--- src/rtl/cache_mem_arbiter_pkg.sv ---
// Shared constants and types for the cache-to-memory arbiter.
// Source ids double as round-robin pointer values and FIFO entries.
package cache_mem_arbiter_pkg;

    localparam int unsigned MEM_ADDR_BITS = 28;

    localparam logic SRC_IC = 1'b0;
    localparam logic SRC_DC = 1'b1;

    typedef enum logic {
        ARB_IDLE  = 1'b0,
        ARB_WDATA = 1'b1
    } arb_state_e;

    function automatic logic other_src(input logic src);
        return ~src;
    endfunction

endpackage

--- src/rtl/arb_id_fifo.sv ---
// In-order FIFO of 1-bit source ids for reads awaiting a memory response.
// Push is ignored when full and pop is ignored when empty.
module arb_id_fifo #(
    parameter int unsigned DEPTH = 4,
    localparam int unsigned PTR_W = $clog2(DEPTH),
    localparam int unsigned CNT_W = PTR_W + 1
) (
    input  logic             clk,
    input  logic             reset,
    input  logic             push,
    input  logic             push_id,
    input  logic             pop,
    output logic             head,
    output logic             full,
    output logic             empty,
    output logic [CNT_W-1:0] count
);

    logic [DEPTH-1:0] ids;
    logic [PTR_W-1:0] wr_ptr;
    logic [PTR_W-1:0] rd_ptr;
    logic             do_push;
    logic             do_pop;

    assign full    = (count == CNT_W'(DEPTH));
    assign empty   = (count == '0);
    assign head    = ids[rd_ptr];
    assign do_push = push & ~full;
    assign do_pop  = pop & ~empty;

    // DEPTH is a power of two, so the pointers wrap by overflowing.
    always_ff @(posedge clk) begin
        if (reset) begin
            wr_ptr <= '0;
            rd_ptr <= '0;
            count  <= '0;
        end else begin
            if (do_push) begin
                ids[wr_ptr] <= push_id;
                wr_ptr      <= wr_ptr + PTR_W'(1);
            end
            if (do_pop) begin
                rd_ptr <= rd_ptr + PTR_W'(1);
            end
            count <= count + CNT_W'(do_push) - CNT_W'(do_pop);
        end
    end

endmodule

--- src/rtl/cache_mem_arbiter.sv ---
// Round-robin arbiter joining the instruction and data caches onto one memory port,
// sequencing write-data beats and steering in-order read responses back to their source.
module cache_mem_arbiter
    import cache_mem_arbiter_pkg::*;
#(
    parameter int unsigned ADDR_BITS       = 28,
    parameter int unsigned DATA_BITS       = 128,
    parameter int unsigned MAX_OUTSTANDING = 4
) (
    input  logic                               clk,
    input  logic                               reset,

    input  logic                               ic_req_valid,
    output logic                               ic_req_ready,
    input  logic [ADDR_BITS-1:0]               ic_req_addr,
    input  logic                               ic_req_rw,
    input  logic                               ic_req_data_valid,
    output logic                               ic_req_data_ready,
    input  logic [DATA_BITS-1:0]               ic_req_data_bits,
    input  logic [DATA_BITS/8-1:0]             ic_req_data_mask,
    output logic                               ic_resp_valid,
    output logic [DATA_BITS-1:0]               ic_resp_data,

    input  logic                               dc_req_valid,
    output logic                               dc_req_ready,
    input  logic [ADDR_BITS-1:0]               dc_req_addr,
    input  logic                               dc_req_rw,
    input  logic                               dc_req_data_valid,
    output logic                               dc_req_data_ready,
    input  logic [DATA_BITS-1:0]               dc_req_data_bits,
    input  logic [DATA_BITS/8-1:0]             dc_req_data_mask,
    output logic                               dc_resp_valid,
    output logic [DATA_BITS-1:0]               dc_resp_data,

    output logic                               mem_req_valid,
    input  logic                               mem_req_ready,
    output logic [ADDR_BITS-1:0]               mem_req_addr,
    output logic                               mem_req_rw,
    output logic                               mem_req_data_valid,
    input  logic                               mem_req_data_ready,
    output logic [DATA_BITS-1:0]               mem_req_data_bits,
    output logic [DATA_BITS/8-1:0]             mem_req_data_mask,
    input  logic                               mem_resp_valid,
    input  logic [DATA_BITS-1:0]               mem_resp_data,

    output logic [$clog2(MAX_OUTSTANDING):0]   outstanding,
    output logic                               err_unexpected_resp
);

    arb_state_e state;
    logic       rr_ptr;
    logic       lock;
    logic       lock_src;
    logic       wr_owner;

    logic       winner;
    logic       win_valid;
    logic       win_rw;
    logic       in_idle;
    logic       in_wdata;
    logic       accept;
    logic       data_done;
    logic       resp_pop;
    logic       fifo_full;
    logic       fifo_empty;
    logic       fifo_head;

    assign in_idle  = ~reset & (state == ARB_IDLE);
    assign in_wdata = ~reset & (state == ARB_WDATA);

    // A stalled grant stays locked so the address the memory saw cannot change under it.
    always_comb begin
        if (lock) begin
            winner = lock_src;
        end else if (ic_req_valid && dc_req_valid) begin
            winner = rr_ptr;
        end else if (dc_req_valid) begin
            winner = SRC_DC;
        end else begin
            winner = SRC_IC;
        end
    end

    assign win_valid    = (winner == SRC_DC) ? dc_req_valid : ic_req_valid;
    assign win_rw       = (winner == SRC_DC) ? dc_req_rw    : ic_req_rw;
    assign mem_req_addr = (winner == SRC_DC) ? dc_req_addr  : ic_req_addr;
    assign mem_req_rw   = win_rw;

    // A read with no response slot is held off; the other cache is not promoted in its place.
    assign mem_req_valid = in_idle & win_valid & ~(~win_rw & fifo_full);
    assign accept        = mem_req_valid & mem_req_ready;
    assign ic_req_ready  = accept & (winner == SRC_IC);
    assign dc_req_ready  = accept & (winner == SRC_DC);

    assign mem_req_data_valid = in_wdata &
                                ((wr_owner == SRC_DC) ? dc_req_data_valid : ic_req_data_valid);
    assign mem_req_data_bits  = (wr_owner == SRC_DC) ? dc_req_data_bits : ic_req_data_bits;
    assign mem_req_data_mask  = (wr_owner == SRC_DC) ? dc_req_data_mask : ic_req_data_mask;
    assign ic_req_data_ready  = in_wdata & (wr_owner == SRC_IC) & mem_req_data_ready;
    assign dc_req_data_ready  = in_wdata & (wr_owner == SRC_DC) & mem_req_data_ready;
    assign data_done          = mem_req_data_valid & mem_req_data_ready;

    assign resp_pop      = ~reset & mem_resp_valid & ~fifo_empty;
    assign ic_resp_valid = resp_pop & (fifo_head == SRC_IC);
    assign dc_resp_valid = resp_pop & (fifo_head == SRC_DC);
    assign ic_resp_data  = mem_resp_data;
    assign dc_resp_data  = mem_resp_data;

    always_ff @(posedge clk) begin
        if (reset) begin
            state               <= ARB_IDLE;
            rr_ptr              <= SRC_DC;
            lock                <= 1'b0;
            lock_src            <= SRC_DC;
            wr_owner            <= SRC_DC;
            err_unexpected_resp <= 1'b0;
        end else begin
            unique case (state)
                ARB_IDLE: begin
                    lock     <= mem_req_valid & ~mem_req_ready;
                    lock_src <= winner;
                    if (accept) begin
                        rr_ptr <= other_src(winner);
                        if (win_rw) begin
                            wr_owner <= winner;
                            state    <= ARB_WDATA;
                        end
                    end
                end
                ARB_WDATA: begin
                    lock <= 1'b0;
                    if (data_done) begin
                        state <= ARB_IDLE;
                    end
                end
                default: state <= ARB_IDLE;
            endcase
            if (mem_resp_valid && fifo_empty) begin
                err_unexpected_resp <= 1'b1;
            end
        end
    end

    arb_id_fifo #(
        .DEPTH (MAX_OUTSTANDING)
    ) u_id_fifo (
        .clk     (clk),
        .reset   (reset),
        .push    (accept & ~win_rw),
        .push_id (winner),
        .pop     (resp_pop),
        .head    (fifo_head),
        .full    (fifo_full),
        .empty   (fifo_empty),
        .count   (outstanding)
    );

endmodule

--- config.mk ---
export PLATFORM = sky130hd
export DESIGN_NAME = cache_mem_arbiter
export DESIGN_NICKNAME = d
export VERILOG_FILES = /design/src/rtl/cache_mem_arbiter_pkg.sv /design/src/rtl/arb_id_fifo.sv /design/src/rtl/cache_mem_arbiter.sv
export SDC_FILE = /design/constraint.sdc
export NUM_CORES = 1
export LEC_CHECK = 0
export BUFFER_PORTS_ARGS = -buffer_cell sky130_fd_sc_hd__buf_2
export CAP_MARGIN = 20
export CORE_AREA = 8 8 356 358
export CTS_CLUSTER_SIZE = 14
export DETAILED_ROUTE_END_ITERATION = 10
export DIE_AREA = 0 0 364 366
export PLACE_DENSITY = 0.31
export SETUP_SLACK_MARGIN = 0.15
export SYNTH_ARGS = -nofsm -noshare
export SYNTH_HDL_FRONTEND = slang
export SYNTH_HIERARCHICAL = 1
export SYNTH_SLANG_ARGS = --single-unit
--- constraint.sdc ---
create_clock -name clk -period 3.4 [get_ports clk]
set_input_delay 0.51 -clock clk [delete_from_list [all_inputs] [get_ports clk]]
set_output_delay 0.51 -clock clk [all_outputs]
set_load 0.05 [all_outputs]
==> After elaboration in Yosys (flattened, before gate mapping) <==
Cells that the tools add are included.
{ "classes": {"n_mux": 19, "n_reduce_logical": 7, "order_cmp": 3, "eq_ne": 1, "n_addsub": 4, "bitwise_logic": 32} }
{ "ops": {"columns": ["operator", "n"], "rows": [
  ["$mux W128", 1],
  ["$mux W28", 1],
  ["$and A1 B1 Y1", 22],
  ["$mux W16", 1],
  ["$mux W1", 11],
  ["$not A1 Y1", 10],
  ["$lt A2 B3 Y1 const B", 2],
  ["$add A2 B1 Y2 const B", 2],
  ["$bwmux W4", 1],
  ["$pmux W1 S2", 2],
  ["$reduce_and A2 Y1", 2],
  ["$add A3 B1 Y3", 1],
  ["$eq A3 B3 Y1 const B", 1],
  ["$logic_and A1 B1 Y1", 3],
  ["$logic_not A3 Y1", 1],
  ["$reduce_and A3 Y1", 1],
  ["$sub A3 B1 Y3", 1],
  ["$bmux W1 S2", 1],
  ["$demux W1 S2", 1],
  ["$ge A2 B1 Y1 const B", 1]
]} }
{ "totals": {"register_bits": 17, "elab_cells": 76} }

==> Longest topological paths before layout <==
Gate-level depths: netlist (run 1).
{ "depth": {"ltp_word": 13, "depth_mapped": 16, "ltp_nobuf": 16} }

==> Hierarchy <==
The synthesis (run 1) kept the hierarchy.
{ "modules_own_cells": {"columns": ["mod", "cells_per_inst", "area_each_um2", "instances"], "rows": [
  ["cache_mem_arbiter", 491, 4329.2, 1],
  ["arb_id_fifo", 54, 571.8, 1]
]} }

==> Worst setup path before layout (run 1) <==
Ideal clock, no wire load.
{ "synth_timing": {"path_kind": "in2reg", "startpoint": "input port ic_req_valid", "endpoint": "register u_id_fifo.count[2]", "setup_ns": 0.078, "stages": 16, "arrival_time_ns": 3.293, "n_path_buf": 0, "slack_ns": 0.029, "required_time_ns": 3.322, "cell_sequence": "nor2b_2 > o21ai_4 > mux2i_1 > inv_1 > nor3_1 > inv_1 > nor2_1 > inv_1 > ha_1 > inv_1 > ha_1 > inv_1 > fa_1 > xor2_1 > and2_1 > nor3_1"} }
{ "synth_via": {"elab_chain_cells": 13, "word_cells_on_any_way": 15, "classes_between": "2 x add/sub; 4 x mux; 8 x bitwise; 1 x reduce/logical"} }
{ "synth_rtl": {"columns": ["element", "line", "rtl"], "rows": [
  ["start, declared", "cache_mem_arbiter.sv:13", "input logic ic_req_valid,"],
  ["$logic_and A1 B1 Y1 (*)", "cache_mem_arbiter.sv:75", "end else if (ic_req_valid && dc_req_valid) begin"],
  ["$mux W1 (*)", "cache_mem_arbiter.sv:75", null],
  ["$mux W1 (*)", "cache_mem_arbiter.sv:73", "if (lock) begin"],
  ["$mux W1 (*)", "cache_mem_arbiter.sv:85", "assign win_rw = (winner == SRC_DC) ? dc_req_rw : ic_req_rw;"],
  ["named net mem_req_rw", "cache_mem_arbiter.sv:38", "output logic mem_req_rw,"],
  ["$not A1 Y1 (*)", "cache_mem_arbiter.sv:90, cache_mem_arbiter.sv:149", null],
  ["$and A1 B1 Y1", "cache_mem_arbiter.sv:90", "assign mem_req_valid = in_idle & win_valid & ~(~win_rw & fifo_full);"],
  ["$not A1 Y1", "cache_mem_arbiter.sv:90", null],
  ["$and A1 B1 Y1", "cache_mem_arbiter.sv:90", null],
  ["$and A1 B1 Y1", "cache_mem_arbiter.sv:91", "assign accept = mem_req_valid & mem_req_ready;"],
  ["$and A1 B1 Y1 (*)", "cache_mem_arbiter.sv:149", ".push (accept & ~win_rw),"],
  ["$and A1 B1 Y1 (*)", "arb_id_fifo.sv:28", "assign do_push = push & ~full;"],
  ["$add A3 B1 Y3 (*)", "arb_id_fifo.sv:45", "count <= count + CNT_W'(do_push) - CNT_W'(do_pop);"],
  ["$sub A3 B1 Y3 (*)", "arb_id_fifo.sv:45", null],
  ["end signal, assigned", "arb_id_fifo.sv:45", null],
  ["end, declared", "arb_id_fifo.sv:16", "output logic [CNT_W-1:0] count"]
]} }
The timed path passes the listed nets; every way through them passes the cells marked *.
A chain may end at the register's enable or synchronous reset.

==> Worst setup path in the final report (run 1) <==
{ "layout_timing": {"startpoint": "input port ic_req_valid", "endpoint": "register u_id_fifo.count[2]"} }
{ "layout_via": {"elab_chain_cells": 13, "word_cells_on_any_way": 15, "classes_between": "2 x add/sub; 4 x mux; 8 x bitwise; 1 x reduce/logical"} }
{ "layout_rtl": {"columns": ["element", "line"], "rows": [
  ["$logic_and A1 B1 Y1", "cache_mem_arbiter.sv:75"],
  ["$mux W1", "cache_mem_arbiter.sv:75"],
  ["$mux W1", "cache_mem_arbiter.sv:73"],
  ["$mux W1", "cache_mem_arbiter.sv:85"],
  ["$not A1 Y1", "cache_mem_arbiter.sv:90, cache_mem_arbiter.sv:149"],
  ["$and A1 B1 Y1", "cache_mem_arbiter.sv:90"],
  ["$not A1 Y1", "cache_mem_arbiter.sv:90"],
  ["$and A1 B1 Y1", "cache_mem_arbiter.sv:90"],
  ["$and A1 B1 Y1", "cache_mem_arbiter.sv:91"],
  ["$and A1 B1 Y1 (*)", "cache_mem_arbiter.sv:149"],
  ["$and A1 B1 Y1 (*)", "arb_id_fifo.sv:28"],
  ["$add A3 B1 Y3 (*)", "arb_id_fifo.sv:45"],
  ["$sub A3 B1 Y3 (*)", "arb_id_fifo.sv:45"]
]} }
Mark *: on every way between the ends. The rest lies on a longest branch, timed or not.

==> results of run 1 <==
-- power by group through the flow --
| stage | registers (mW) | logic (mW) | clock network [mW] |
|---|---|---|---|
| 2_1_floorplan | 0.234 | 1.61 | 0 |
| 3_3_place_gp | 0.233 | 1.49 | 0 |
| 3_5_place_dp | 0.233 | 1.49 | 0 |
| 4_1_cts | 0.228 | 1.50 | 0.255 |
| 5_1_grt | 0.230 | 1.53 | 0.262 |
| 6_report | 0.228 | 1.45 | 0.244 |
-- flip-flops by register name, indices dropped and copies added (netlist names) --
register and count:
u_id_fifo/ids 4, u_id_fifo/count 3, u_id_fifo/rd_ptr 2, u_id_fifo/wr_ptr 2, err_unexpected_resp 1, lock 1
lock_src 1, rr_ptr 1, state 1, wr_owner 1
-- through the flow --
step	area, um2	worst slack [ns]	util [%]	hold slack (ns)
2_1_floorplan	4900	0.187	-	0.456
4_1_cts	7790	0.448	6.44	0.467
6_report	7790	0.452	6.45	0.472
3_3_place_gp	7710	0.187	6.37	0.467
5_1_grt	7790	0.216	6.44	0.483
3_5_place_dp	7710	0.188	6.37	0.467
-- kinds of logic (layout without fill, tap and decap cells) --
| logic type | Yosys count | after routing |
|---|---|---|
| muxes | 178 | 178 |
| DFF | 17 | 17 |
| adders and majority gates | 7 | 7 |
| AOI/OAI and AO/OA | 14 | 14 |
| xor gates and xnor gates | 2 | 2 |
| other | 0 | 3 |
| and+or+nand+nor | 41 | 41 |
| buffers and inverters | 286 | 558 |
-- how the worst max path moves through the flow --
stage	startpoint	to	slack [ns]	cells past startpoint
after floorplan	ic_req_valid	u_id_fifo/count[2]	0.19	16
after global placement	ic_req_valid	u_id_fifo/count[2]	0.19	17
after CTS	ic_req_valid	u_id_fifo/count[2]	0.45	17
after global routing	ic_req_valid	u_id_fifo/count[2]	0.22	17
final	ic_req_valid	u_id_fifo/count[2]	0.45	17
after detailed placement	ic_req_valid	u_id_fifo/count[2]	0.19	17
-- worst max-delay path, delay by kind of cell --
kind            cells  cell delay [ns]
buf+inv             6             0.44
simple gates        5             0.80
mux                 1             0.28
fa+ha+maj           3             0.77
xor+xnor            1             0.16
compound gates      1             0.16
-- final cells by class --
| class | count | area, um2 |
|---|---|---|
| Antenna cell | 3 | 7.51 |
| Fill cell | 14400 | 113000 |
| Clock buffer | 4 | 78.8 |
| Tap cell | 1625 | 2030 |
| Timing Repair Buffer | 546 | 2790 |
| Inverter | 8 | 30.0 |
| Sequential cell | 17 | 384 |
| Multi-Input combinational cell | 242 | 2470 |
-- per-layer routing --
metal	track usage (%)	up-vias
li1	-	2138
met1	12.2	2163
met2	12.2	654
met3	4.51	56
met4	0.462	6
met5	0	-
-- cells in the final DEF (no fill, tap or decap), types with 2 or more instances in the layout --
cell type	Yosys	routed
buf_2	16	538
mux2_2	172	172
dfxtp_1	13	12
nor2_1	7	7
inv_1	8	7
and2_1	6	6
ha_1	6	6
nand2_1	5	5
nor3_1	5	5
buf_4	256	5
nand2b_1	4	4
mux2i_1	5	4
a21oi_1	4	4
nor2b_1	4	4
edfxtp_1	4	4
diode_2	0	3
clkbuf_16	0	3
buf_12	0	3
nor3b_1	2	2
o21ai_0	2	2
or3_1	2	2
xor2_1	2	2
==> impl_results.md, run 1 <==
- Postcts setup bufs: 0
- Most frequent cells after synthesis: 256 x buf_4, 172 x mux2_2, 16 x buf_2
- Met3 WL: roughly 7800 um
- Maximum vdd drop: 0.000126 V
- Routability Congestion: 0.808
- Async set-reset flop share out of synthesis: 0%
- Met2 WL: between 20000 and 25000 um
- Yosys cell types: 37
- Leak: around 3.3 nW
- Antenna violations before repair: 27
- Seq cells post-synth: 17
- Max Cap Violations: 0
- IO buf count: about 540
- Initial drt markers: between 150 and 200
- Via Count: around 5000
- Die Y-Extent: 366 um
- DP Cell Count: around 2400
- Chip width: approximately 360 um
- Area growth syn-to-layout: 59.0%
- Status: complete, no violations
- Syn nets: a little over 1000
- Clk_skew: roughly 0.0054 ns
- Crit start category: input port
- CTS tree: done
- Final Hold Fails: 0
- Hold worst-path end: err_unexpected_resp
- Adder-cell share of the synthesized area: under 10%
- R2R cell count: 16
- Worst-skew pair later-pin latency: between 0.2 and 0.3 ns
- Count leader, synth: buf_4
- Reg clk slew, reported paths: about 0.050 ns
- Final Max Tran Viols: 0
- Largest family of logic cells by synthesized area: buffers and inverters
- Core Box Area: approximately 120000 um2
- Power per Cell Area: between 200 and 250 nW/um2
- Synth Flop Type: dfxtp_1
- Drt first pass iters: 4
- Hold Path Class: reg2reg
- Worst hold start: err_unexpected_resp
- Final WL: approximately 60000 um
- Vias in the first global route: 5634
- Starting Density: under 10%
- Comb power frac: between 70% and 80%
- CTS Root Cell: clkbuf_16
- Worst path slowest cell: fa_1
- Setup slack, reg-to-reg: just under 0.5 ns
- Vias per cell: 2.05
- Largest area contributor in the netlist: mux2_2
- Synth Area in Simple Gates: under 10%
- Clock power share: about an eighth
- Post-Synthesis Cells: between 500 and 600
- Reg power frac: between 10% and 20%
- Cts repair resizes: 0
- Synth warn: 6
- Worst path most repeated cell: inv_1
- Cts hold-fix bufs: 0
- Post-Route M1 WL: 29500 um
- Mapped Avg Cell Area: 8.99 um2
- Post-DR wirelength/cell: about 25 um
- Critical path peak fanout: 4
- Type of the worst setup path: in2reg
- GR Util All Layers: roughly 8.7%
- Post-Synth XOR/XNOR Area: less than 1%
- Post-synth EDFFs: 4
- Hold Path Stages: 2
- Final cell count without fillers: 2445
- DRC: 0
- FF-to-FF End: u_id_fifo/count[2]
- Min Clock Period, post-route: between 2 and 3 ns
- I/O pins: about 920
- # H-tree levels: 1
- RSZ-0062 raised after global routing: false
- Worst Max-Slew Pin Slew: 0.713 ns
- Share of cells above drive strength 1: 89.1%
- Worst EP arrival: ~3.1 ns
- Largest net degree at the start of global routing: 55
- Total CTS buffers: 3
- Post-synthesis mux area share: approximately two fifths
- Top sig layer: met5
- Dominant cells by area after synthesis: mux2_2 40%, buf_4 39%, dfxtp_1 5.3%, edfxtp_1 2.5%, buf_2 1.6%
- Top cell type's share of synthesized area: 39.5%
- Slew margin rel.: between 50 and 60%
- Critical path cell sequence: buf_2 > nor2b_2 > o21ai_4 > mux2i_2 > inv_2 > nor3_1 > inv_1 > nor2_1 > inv_1 > ha_1 > inv_1 > ha_1 > inv_1 > fa_1 > xor2_1 > and2_1 > nor3_1
- Grt total ovfl: 0
- CTS Sinks: 17
- Peak Freq: 339 MHz
- # setup viols final: 0
- CP Capture Type: register
- P_sw: around 1.1 mW
- Row Count: ~130
- Switching Fraction: about three fifths
- Critical Path RT: roughly 3.6 ns
- Die ar.: 133000 um2
- Final worst-path cycle share: between 80 and 90%
- Pint: ~800 uW
- Total power: 1.92 mW
- Post-synthesis compound-gate area fraction: 2.17%
- Final ANT Viol Nets: 0
- Sequential share of the synthesized area: 7.76%
- Crit-path max cell delay: 0.38 ns
- Setup TNS: 0 ns
- Clk buf depth: 2
- Post-Syn Area: roughly 4900 um2
- Global-route wire length before repair: between 70000 and 80000 um
- Number of nets in the layout: between 1000 and 1500
- DP Wirelength: just under 60000 um
- Reg-to-reg startpoint: lock
No activity file was read; power rests on OpenSTA's default activity.
==> run 2: changes to the inputs <==
- CELL_PAD_IN_SITES_DETAIL_PLACEMENT: default -> 0
- CELL_PAD_IN_SITES_GLOBAL_PLACEMENT: default -> 1
- PLACE_DENSITY: 0.31 -> 0.4
==> impl_results.md, run 2 (synthesized netlist as in run 1, its figures left out) <==
- CTS Root Cell: clkbuf_16 (unchanged)
- Max FFs per register: 4 (unchanged)
- Critical path peak fanout: 4 (unchanged)
- Pint: 777 uW (was 778 uW)
- Final worst-path cycle share: 86.0% (was 86.7%)
- Worst path slowest cell: fa_1 (unchanged)
- DP Wirelength: 54800 um (was 59100 um)
- Power per Cell Area: 238 nW/um2 (was 246 nW/um2)
- Postcts setup bufs: 0 (unchanged)
- Peak Freq: 342 MHz (was 339 MHz)
- Setup TNS: 0 ns (unchanged)
- Via Count: 4923 (was 5017)
- Fill count: 14400 (about the same)
- P_sw: 1.09 mW (was 1.14 mW)
- Grt total ovfl: 0 (unchanged)
- Max Cap Violations: 0 (unchanged)
- Total power: 1.87 mW (was 1.92 mW)
- Reg power frac: 12.0% (was 11.9%)
- Row Count: 128 (unchanged)
- Crit start category: input port (unchanged)
- Reg clk slew, reported paths: 0.05 ns (about the same)
- Min Clock Period, post-route: 2.93 ns (was 2.95 ns)
- Hold Path Stages: 2 (unchanged)
- CTS tree: done (unchanged)
- Cts hold-fix bufs: 0 (unchanged)
- Clk_skew: 0.00295 ns (was 0.00540 ns)
- Largest registers: u_id_fifo/ids x4, u_id_fifo/count x3 (unchanged)
- Final WL: 57300 um (was 61700 um)
- # setup viols final: 0 (unchanged)
- Clk buf depth: 2 (unchanged)
- I/O pins: 924 (unchanged)
- Multi-input combinational cell area: 2470 um2 (unchanged)
- Die Y-Extent: 366 um (unchanged)
- Comb power frac: 75.2% (was 75.4%)
- CP Capture Type: register (unchanged)
- Area growth syn-to-layout: 59.8% (was 59.0%)
- Hold Path Class: reg2reg (unchanged)
- Final Max Tran Viols: 0 (unchanged)
- Switching Fraction: 58.4% (was 59.4%)
- R2R cell count: 16 (unchanged)
- Setup slack, reg-to-reg: 0.54 ns (was 0.49 ns)
- Post-DR wirelength/cell: 23.4 um (was 25.2 um)
- CTS Sinks: 17 (unchanged)
- Initial drt markers: 147 (was 157)
- Worst Max-Slew Pin Slew: 0.626 ns (was 0.713 ns)
- Worst-skew pair later-pin latency: 0.25 ns (about the same)
- Reg area: 384 um2 (unchanged)
- Total CTS buffers: 3 (unchanged)
- Drt first pass iters: 4 (unchanged)
- Commonest cells after routing, fill and taps aside: 537 x buf_2, 172 x mux2_2, 12 x dfxtp_1 (was 538 x buf_2, 172 x mux2_2, 12 x dfxtp_1)
- Hold Slack: 0.467 ns (was 0.472 ns)
- Worst EP arrival: 3.10 ns (was 3.12 ns)
- Final Hold Fails: 0 (unchanged)
- Worst path most repeated cell: inv_1 (unchanged)
- Critical path cell sequence: buf_2 > nor2b_2 > o21ai_4 > mux2i_2 > inv_2 > nor3_1 > inv_1 > nor2_1 > inv_1 > ha_1 > inv_1 > ha_1 > inv_1 > fa_1 > xor2_1 > and2_1 > nor3_1 (unchanged)
- Share of cells above drive strength 1: 89.2% (was 89.1%)
- Critical Path RT: 3.57 ns (about the same)
- Slew margin rel.: 58.5% (was 52.2%)
- Routability Congestion: 0.796 (was 0.808)
- Clock power share: 12.9% (was 12.7%)
- Commonest non-fill, non-tap cell in the layout: buf_2 (unchanged)
- Chip width: 364 um (unchanged)
- DRC: 0 (unchanged)
- Final ANT Viol Nets: 0 (unchanged)
- Die ar.: 133000 um2 (unchanged)
- Type of the worst setup path: in2reg (unchanged)
- IO buf count: 539 (unchanged)
- Number of nets in the layout: 1309 (was 1308)
- Largest net degree at the start of global routing: 65 (was 55)
- # H-tree levels: 1 (unchanged)
- GR Util All Layers: 7.98% (was 8.69%)
- Maximum vdd drop: 0.000129 V (was 0.000126 V)
- RSZ-0062 raised after global routing: false (unchanged)
- Status: complete, no violations (unchanged)
- Antenna violations before repair: 16 (was 27)
- Core Box Area: 121000 um2 (unchanged)
- Vias per cell: 2.01 (was 2.05)
- Global-route wire length before repair: 68000 um (was 73300 um)
- Reg with most FFs: u_id_fifo/ids (unchanged)
- Starting Density: 4.05% (unchanged)
- Cts repair resizes: 0 (unchanged)
- Vias in the first global route: 5583 (was 5634)
- Crit-path max cell delay: 0.37 ns (was 0.38 ns)
- Leak: 3.34 nW (was 3.33 nW)
==> run 2: changes by cell type in the layout (fill, tap and decap cells not counted) <==
cell and delta:
buf_12 +1, buf_2 -1, buf_4 +1, clkbuf_1 -1, clkinv_2 +1, diode_2 +5
==> run 2: power groups by stage <==
stage	Sequential, mW	Clock (mW)	Combinational [mW]
final	0.223	0.240	1.40
after global routing	0.225	0.259	1.49
after CTS	0.224	0.246	1.47
after detailed placement	0.228	0	1.46
after global placement	0.228	0	1.46
after floorplan	0.234	0	1.61
==> run 2: final timing paths <==
kind | from | endpoint
hold / removal | err_unexpected_resp | err_unexpected_resp
setup reg to reg | lock | u_id_fifo/count[2]
hold reg to reg | err_unexpected_resp | err_unexpected_resp
setup / recovery | ic_req_valid | u_id_fifo/count[2]
==> run 2: stage by stage <==
step	cells	util (%)	worst slack [ns]	instance area (um2)
5_1_grt	2444	6.46	0.281	7810
2_1_floorplan	545	-	0.187	4900
4_1_cts	2443	6.46	0.456	7810
3_5_place_dp	2439	6.39	0.191	7730
6_report	2451	6.48	0.474	7830
3_3_place_gp	2439	6.39	0.168	7730
==> run 2: worst max-delay path: cells and delay by family <==
kind,cells,cell delay [ns]
AO/OA/AOI/OAI,1,0.16
XOR/XNOR,1,0.16
adder cells (fa/ha/maj),3,0.77
buffers and inverters,6,0.44
multiplexers,1,0.28
AND/OR/NAND/NOR,5,0.79
==> run 2: area by class of cell <==
cell class,instances,share of cell area (%)
Timing Repair Buffer,547,35.9
Multi-Input combinational cell,242,31.5
Tap cell,1625,26.0
Sequential cell,17,4.91
Clock buffer,3,0.959
Inverter,8,0.384
Antenna cell,8,0.256
Clock inverter,1,0.0639
==> run 2: metal layers <==
layer / global-route usage [%] / vias to the layer above / wire length (um)
met3: 4.98 / 28 / 8500
met4: 0.485 / 0 / 401
met5: 0 / - / 0
met2: 12.5 / 615 / 24500
met1: 9.65 / 2140 / 23900
li1: - / 2140 / -
